==> config.mk <==
export PLATFORM = sky130hd
export DESIGN_NAME = ks_stream_subtractor_flat
export DESIGN_NICKNAME = d
export VERILOG_FILES = /design/src/rtl/ks_stream_subtractor_pkg.sv /design/src/rtl/ks_stream_subtractor_if.sv /design/src/rtl/ks_stream_subtractor_prefix_add.sv /design/src/rtl/ks_stream_subtractor.sv /design/src/flat_wrapper.sv
export SDC_FILE = /design/constraint.sdc
export NUM_CORES = 1
export LEC_CHECK = 0
export ABC_AREA = 1
export CELL_PAD_IN_SITES_DETAIL_PLACEMENT = 1
export CELL_PAD_IN_SITES_GLOBAL_PLACEMENT = 1
export CORE_MARGIN = 2
export CORE_UTILIZATION = 34
export CTS_CLUSTER_DIAMETER = 100
export DETAILED_ROUTE_END_ITERATION = 10
export PLACE_DENSITY_LB_ADDON = 0.15
export SLEW_MARGIN = 20
export SYNTH_ARGS = -nofsm -noshare
export SYNTH_HDL_FRONTEND = slang
export SYNTH_SLANG_ARGS = --single-unit
==> constraint.sdc <==
create_clock -name clk -period 3.15 [get_ports clk]
set_input_delay 0.315 -clock clk [delete_from_list [all_inputs] [get_ports clk]]
set_output_delay 0.315 -clock clk [all_outputs]
set_load 0.005 [all_outputs]
==> src/rtl/ks_stream_subtractor_pkg.sv <==
// Shared definitions for the streaming multi-word subtractor.
//   BW_DEFAULT : default word width
//   state_t    : operand FSM state (S_IDLE = no operand open, S_BUSY = open)
//   ks_levels  : number of Kogge-Stone prefix levels, ceil(log2(bw))
package ks_pkg;

  localparam int BW_DEFAULT = 32;

  typedef enum logic [0:0] {
    S_IDLE = 1'b0,
    S_BUSY = 1'b1
  } state_t;

  function automatic int ks_levels(input int bw);
    int l;
    l = 0;
    for (int i = 0; i < 31; i++) begin
      if ((1 << i) < bw) l = i + 1;
    end
    return l;
  endfunction

endpackage

==> src/rtl/ks_stream_subtractor_if.sv <==
// Stream interface of the subtractor: input word channel and output word
// channel, both valid/ready.
//
// Handshake: a word moves on a channel at a rising clk edge where valid and
// ready are both 1. The sender keeps valid and payload stable until that edge;
// ready may change freely and is never a function of valid on the receiver
// side except where noted (in_ready = !out_valid | out_ready).
//
//   slave  : the subtractor side (consumes in_*, produces out_*)
//   master : the environment side (produces in_*, consumes out_*)
interface ks_stream_subtractor_if #(
  parameter int BW = ks_pkg::BW_DEFAULT
);
  logic          in_valid;
  logic          in_ready;
  logic [BW-1:0] in_a;
  logic [BW-1:0] in_b;
  logic          in_first;
  logic          in_last;
  logic          out_valid;
  logic          out_ready;
  logic [BW-1:0] out_diff;
  logic          out_last;
  logic          out_borrow;
  logic          out_ovf;
  logic          out_zero;

  modport slave (
    input  in_valid, in_a, in_b, in_first, in_last, out_ready,
    output in_ready, out_valid, out_diff, out_last, out_borrow, out_ovf,
           out_zero
  );

  modport master (
    output in_valid, in_a, in_b, in_first, in_last, out_ready,
    input  in_ready, out_valid, out_diff, out_last, out_borrow, out_ovf,
           out_zero
  );
endinterface

==> src/rtl/ks_stream_subtractor_prefix_add.sv <==
// ks_prefix_add: combinational Kogge-Stone adder, {cout, s} = x + y + cin.
//   x, y : addend words (BW bits)
//   cin  : carry in
//   s    : sum word
//   cout : carry out of the top bit
// The carry-in is folded into the bit-0 generate term so the prefix tree
// directly yields the carry out of every bit position.
module ks_prefix_add
  import ks_pkg::*;
#(
  parameter int BW = BW_DEFAULT
) (
  input  logic [BW-1:0] x,
  input  logic [BW-1:0] y,
  input  logic          cin,
  output logic [BW-1:0] s,
  output logic          cout
);

  localparam int LV = ks_levels(BW);

  logic [BW-1:0] g0;
  logic [BW-1:0] p0;
  logic [BW-1:0] gg;
  logic [BW-1:0] pp;
  logic [BW-1:0] gn;
  logic [BW-1:0] pn;
  logic [BW-1:0] c;

  always_comb begin
    g0 = x & y;
    p0 = x ^ y;
    gg = g0;
    pp = p0;
    gg[0] = g0[0] | (p0[0] & cin);
    gn = gg;
    pn = pp;
    // Level k combines each span with the span 2**k positions below it.
    for (int k = 0; k < LV; k++) begin
      gn = gg;
      pn = pp;
      for (int i = 0; i < BW; i++) begin
        if (i >= (1 << k)) begin
          gn[i] = gg[i] | (pp[i] & gg[i - (1 << k)]);
          pn[i] = pp[i] & pp[i - (1 << k)];
        end
      end
      gg = gn;
      pp = pn;
    end
    // gg[i] is now the carry out of bit i; carry into bit i is gg[i-1].
    c    = {gg[BW-2:0], cin};
    s    = p0 ^ c;
    cout = gg[BW-1];
  end

endmodule

==> src/rtl/ks_stream_subtractor.sv <==
// ks_stream_subtractor: streaming multi-word A - B, least-significant word
// first, borrow chained between words.
//   clk, resetn : clock (rising edge), asynchronous active-low reset
//   s           : stream interface (slave side), see ks_stream_subtractor_if
//   err         : sticky protocol error, cleared only by reset
//   state_dbg   : current operand FSM state
// Each word is computed as in_a + ~in_b + cin; the inverted carry out is the
// borrow into the next word. One registered output stage, latency 1.
module ks_stream_subtractor
  import ks_pkg::*;
#(
  parameter int BW = BW_DEFAULT
) (
  input  logic                      clk,
  input  logic                      resetn,
  ks_stream_subtractor_if.slave     s,
  output logic                      err,
  output state_t                    state_dbg
);

  state_t        state;
  logic          borrow_q;
  logic          zero_q;

  logic          accept;
  logic          first_word;
  logic          cin;
  logic [BW-1:0] d;
  logic          c;
  logic          zero_next;
  logic          ovf_word;
  logic          proto_err;

  // Output register can take a new word whenever it is empty or draining.
  assign s.in_ready = !s.out_valid | s.out_ready;
  assign accept     = s.in_valid & s.in_ready;

  // A stray non-first word in IDLE is still treated as the start of an operand.
  assign first_word = s.in_first | (state == S_IDLE);
  assign cin        = first_word ? 1'b1 : ~borrow_q;

  ks_prefix_add #(.BW(BW)) u_add (
    .x    (s.in_a),
    .y    (~s.in_b),
    .cin  (cin),
    .s    (d),
    .cout (c)
  );

  assign zero_next = (first_word ? 1'b1 : zero_q) & (d == '0);
  assign ovf_word  = (s.in_a[BW-1] ^ s.in_b[BW-1]) & (s.in_a[BW-1] ^ d[BW-1]);
  assign proto_err = ((state == S_IDLE) & ~s.in_first) |
                     ((state == S_BUSY) &  s.in_first);

  always_ff @(posedge clk or negedge resetn) begin
    if (!resetn) begin
      state        <= S_IDLE;
      borrow_q     <= 1'b0;
      zero_q       <= 1'b0;
      err          <= 1'b0;
      s.out_valid  <= 1'b0;
      s.out_diff   <= '0;
      s.out_last   <= 1'b0;
      s.out_borrow <= 1'b0;
      s.out_ovf    <= 1'b0;
      s.out_zero   <= 1'b0;
    end else if (accept) begin
      borrow_q     <= ~c;
      zero_q       <= zero_next;
      if (proto_err) err <= 1'b1;
      s.out_valid  <= 1'b1;
      s.out_diff   <= d;
      s.out_last   <= s.in_last;
      s.out_borrow <= s.in_last & ~c;
      s.out_ovf    <= s.in_last & ovf_word;
      s.out_zero   <= s.in_last & zero_next;
      // A first word while BUSY restarts the chain but keeps the operand open.
      state        <= s.in_last ? S_IDLE : S_BUSY;
    end else if (s.out_ready) begin
      s.out_valid  <= 1'b0;
    end
  end

  assign state_dbg = state;

endmodule
==> src/flat_wrapper.sv <==
// flat-port wrapper written by rule: the top's interface ports become plain ports
module ks_stream_subtractor_flat import ks_pkg::*;
#(
  parameter int BW = BW_DEFAULT
)
  (clk, resetn, err, state_dbg, s_in_valid, s_in_a, s_in_b, s_in_first, s_in_last, s_out_ready, s_in_ready, s_out_valid, s_out_diff, s_out_last, s_out_borrow, s_out_ovf, s_out_zero);
  ks_stream_subtractor_if #(.BW(BW)) s_i ();
  input  logic clk;
  input  logic resetn;
  output logic err;
  output state_t state_dbg;
  input wire logic [$bits(s_i.in_valid)-1:0] s_in_valid;
  input wire logic [$bits(s_i.in_a)-1:0] s_in_a;
  input wire logic [$bits(s_i.in_b)-1:0] s_in_b;
  input wire logic [$bits(s_i.in_first)-1:0] s_in_first;
  input wire logic [$bits(s_i.in_last)-1:0] s_in_last;
  input wire logic [$bits(s_i.out_ready)-1:0] s_out_ready;
  output wire logic [$bits(s_i.in_ready)-1:0] s_in_ready;
  output wire logic [$bits(s_i.out_valid)-1:0] s_out_valid;
  output wire logic [$bits(s_i.out_diff)-1:0] s_out_diff;
  output wire logic [$bits(s_i.out_last)-1:0] s_out_last;
  output wire logic [$bits(s_i.out_borrow)-1:0] s_out_borrow;
  output wire logic [$bits(s_i.out_ovf)-1:0] s_out_ovf;
  output wire logic [$bits(s_i.out_zero)-1:0] s_out_zero;
  assign s_i.in_valid = s_in_valid;
  assign s_i.in_a = s_in_a;
  assign s_i.in_b = s_in_b;
  assign s_i.in_first = s_in_first;
  assign s_i.in_last = s_in_last;
  assign s_i.out_ready = s_out_ready;
  assign s_in_ready = s_i.in_ready;
  assign s_out_valid = s_i.out_valid;
  assign s_out_diff = s_i.out_diff;
  assign s_out_last = s_i.out_last;
  assign s_out_borrow = s_i.out_borrow;
  assign s_out_ovf = s_i.out_ovf;
  assign s_out_zero = s_i.out_zero;
  ks_stream_subtractor #(.BW(BW)) u_core (.clk(clk), .resetn(resetn), .s(s_i), .err(err), .state_dbg(state_dbg));
endmodule
==> results.yml, run 1 <==
die:
  coreArea_um2: 12200
  die-area_um2: 13500
  chipWidth_um: 116
  std_cell_rows: 40
  start_util: 0.351
  num_io_pins: 110
  die_h_um: 116
layout:
  fin_util: 0.474
  antenna_cells: 0
  drive_above_1_share: 0.0706
  fin_cells: 1018
  layout_common_cells: "nand2_1, inv_1, clkdlybuf4s50_1, nor2_1, dfrtp_1"
  layout_commonest_cell: "nand2_1"
  finalNetCount: 954
  synthToLayoutAreaGrowth_pct: 34.9
placement:
  dpl_worst_slack_ns: -0.158
  gp_congestion: 0.814
  hpwlAfterDp_um: 12700
  dp_cells: 1007
  portBuffers: 109
routing:
  ant_nets: 0
  drcViolationCount: 0
  first_pass_iters: 4
  drt-total-wl_um: 14500
  drtIter0Drc: 143
  via_count: 4737
  wl_per_cell_um: 14.3
  vias_per_cell: 4.65
clock_tree:
  clock_sinks: 41
  clockRootBuffer: "clkbuf_16"
  clk_pin_slew_ns: 0.06
  cts_tree: "yes"
  cts_buffers: 5
  clockBufferDepth: 2
  h-tree-depth: 2
  clk_latency_ns: 0.28
worst_setup_path:
  cp.arrival_ns: 3.13
  path_class: "in2reg"
  worstSetupEndpointType: "register"
  cp-start-kind: "input pin"
  path_max_fanout: 4
  cp_data_required_time_ns: 3.36
timing:
  tightest_slew_ns: 0.918
  setup_slack_ns: 0.231
  relSlewSlack: 0.388
  finClkSkew_ns: 0.00343
  final.min_clock_period_ns: 2.92
  tns_ns: 0
  setup_viol: 0
  fmax_ghz: 0.343
  hold_violations: 0
  post-route-period-util: 0.927
  drv_slew: 0
pwr:
  p_leak_nw: 3.20
  ir_worst_vdd_uv: 176
  power_density_nw_per_um2: 384
  fin_total_pwr_mw: 2.21
synthesis:
  synthMuxAreaShare: 0
  synth_top_family_by_area: "simple AND/OR/NAND/NOR gates"
  synth_edf_count: 0
  synth_cell_type_count: 30
  synth-seq-area-share: 0.240
  netlist_area_um2: 4270
  netlist_instances: 735
  yosys.area_share.adder: 0.103
  async_reset_ff_frac: 1.00
  avgSynthCellArea_um2: 5.81
  synth_ff_type: "dfrtp_1"
  yosys.area_share.simple: 0.428
  ys_ff_latch: 41
  synth-compound-area-share: 0.0744
  yosys.area_share.xor_xnor: 0.0123
  syn_nets: 839
  synth_warnings: 0
global_routing:
  grt_usage: 0.221
  grt_max_degree: 56
  antenna_found_initial: 0
  overflow: 0
  grt_pass1_vias: 4813
  grt_pass1_wl_um: 23400
job:
  cap_violations: 0
min_path:
  hp-class: "in2async"
outcome:
  outcome: "finished, final reports clean"
[per-layer routing]
layer,vias to the layer above,routed length [um],track usage
met2,95,6850,0.386
met4,0,116,0.0365
met5,-,0,0
met3,6,488,0.0176
met1,2181,7050,0.305
li1,2455,-,-
[where the power goes]
part	total (mW)	switching [mW]	internal, mW
clock	0.506	0.196	0.310
sequential	0.691	0.0632	0.627
combinational	1.02	0.549	0.469
[final timing paths]
path                                                    from                           endpoint  slack (ns)  cells after the start
min in group clk                      u_core.err$_DFFE_PN0P_             u_core.err$_DFFE_PN0P_        0.47                      1
worst min-delay path                                  resetn   u_core.s.out_diff[1]$_DFFE_PN0P_        0.17                      1
worst max-delay path                              s_in_first          u_core.zero_q$_DFFE_PN0P_        0.23                     22
max in group asynchronous                             resetn  u_core.s.out_diff[28]$_DFFE_PN0P_        2.40                      1
worst max register to register  u_core.state_dbg$_DFFE_PN0P_          u_core.zero_q$_DFFE_PN0P_        0.33                     20
worst min register to register        u_core.err$_DFFE_PN0P_             u_core.err$_DFFE_PN0P_        0.47                      1
[what timing repair did]
action,4_1_cts,5_1_grt
resized for setup,0,10
hold buffers,0,0
setup buffers,0,4
setup endpoints to repair,0,2
[through the flow]
stage	hold WS, ns	area [um^2]
after floorplan	0.0194	4270
after global placement	0.450	5560
after detailed placement	0.459	5560
after CTS	0.194	5700
after global routing	0.244	5760
final	0.166	5760
[sequential cells by signal (all words and copies together), names as in the netlist]
register / cells
u_core.s.out_zero: 1
u_core.zero_q: 1
u_core.err: 1
u_core.borrow_q: 1
u_core.s.out_last: 1
u_core.s.out_diff: 32
u_core.s.out_valid: 1
u_core.state_dbg: 1
u_core.s.out_borrow: 1
u_core.s.out_ovf: 1
[worst max-delay path, cell delays in order]
cell	delay [ns]
clkdlybuf4s50_1	0.40
inv_1	0.06
ha_2	0.18
nand2_2	0.06
fa_2	0.42
buf_4	0.14
buf_4	0.13
nand3_1	0.07
nand3_2	0.13
nand2_2	0.10
nand2_2	0.08
nand2_2	0.08
nand2_2	0.08
nand2_1	0.13
nand3_1	0.11
nand2_2	0.12
nand2_1	0.09
nor2_1	0.09
nand2_1	0.07
nor2_2	0.11
nor2_1	0.06
nor2_1	0.11
[Yosys cell counts, types with 3 or more instances]
master | number | area, um^2
nand3_2 | 3 | 30.0
nand2_1 | 295 | 1110
nand3b_1 | 9 | 67.6
clkbuf_1 | 7 | 26.3
inv_1 | 149 | 559
nor3_1 | 3 | 15.0
nor2_1 | 56 | 210
nand2_2 | 15 | 93.8
xor2_1 | 3 | 26.3
xnor2_1 | 3 | 26.3
o21ai_0 | 25 | 125
dfrtp_1 | 41 | 1030
a31oi_1 | 8 | 50.1
a21oi_1 | 17 | 85.1
inv_2 | 3 | 11.3
ha_1 | 32 | 400
nor2_2 | 9 | 56.3
nand4_1 | 8 | 50.1
nand3_1 | 35 | 175
[cell families (layout without fill, tap and decap cells)]
kind of cell,Yosys count,count (layout)
flops,41,41
compound gates,57,57
buf+inv,161,276
fa+ha+maj,34,34
xor+xnor,6,6
simple gates,436,436
[cell type report]
| type | instances | area [um^2] |
|---|---|---|
| clock buffers | 6 | 139 |
| clock inverters | 1 | 7.51 |
| fillers | 1660 | 6400 |
| inverters | 153 | 574 |
| multi-input cells | 533 | 2670 |
| flip-flops and latches | 41 | 1030 |
| well taps | 168 | 210 |
| repair buffers | 116 | 1140 |
No activity file was read; power rests on OpenSTA's default activity.
==> inputs of run 2 (changes only) <==
--- a/config.mk
+++ b/config.mk
@@ -17,3 +17,4 @@
 export SYNTH_ARGS = -nofsm -noshare
 export SYNTH_HDL_FRONTEND = slang
 export SYNTH_SLANG_ARGS = --single-unit
+export TNS_END_PERCENT = 10
==> results of run 2 <==
The final DEF is identical to that of run 1; final timing and power are the same.
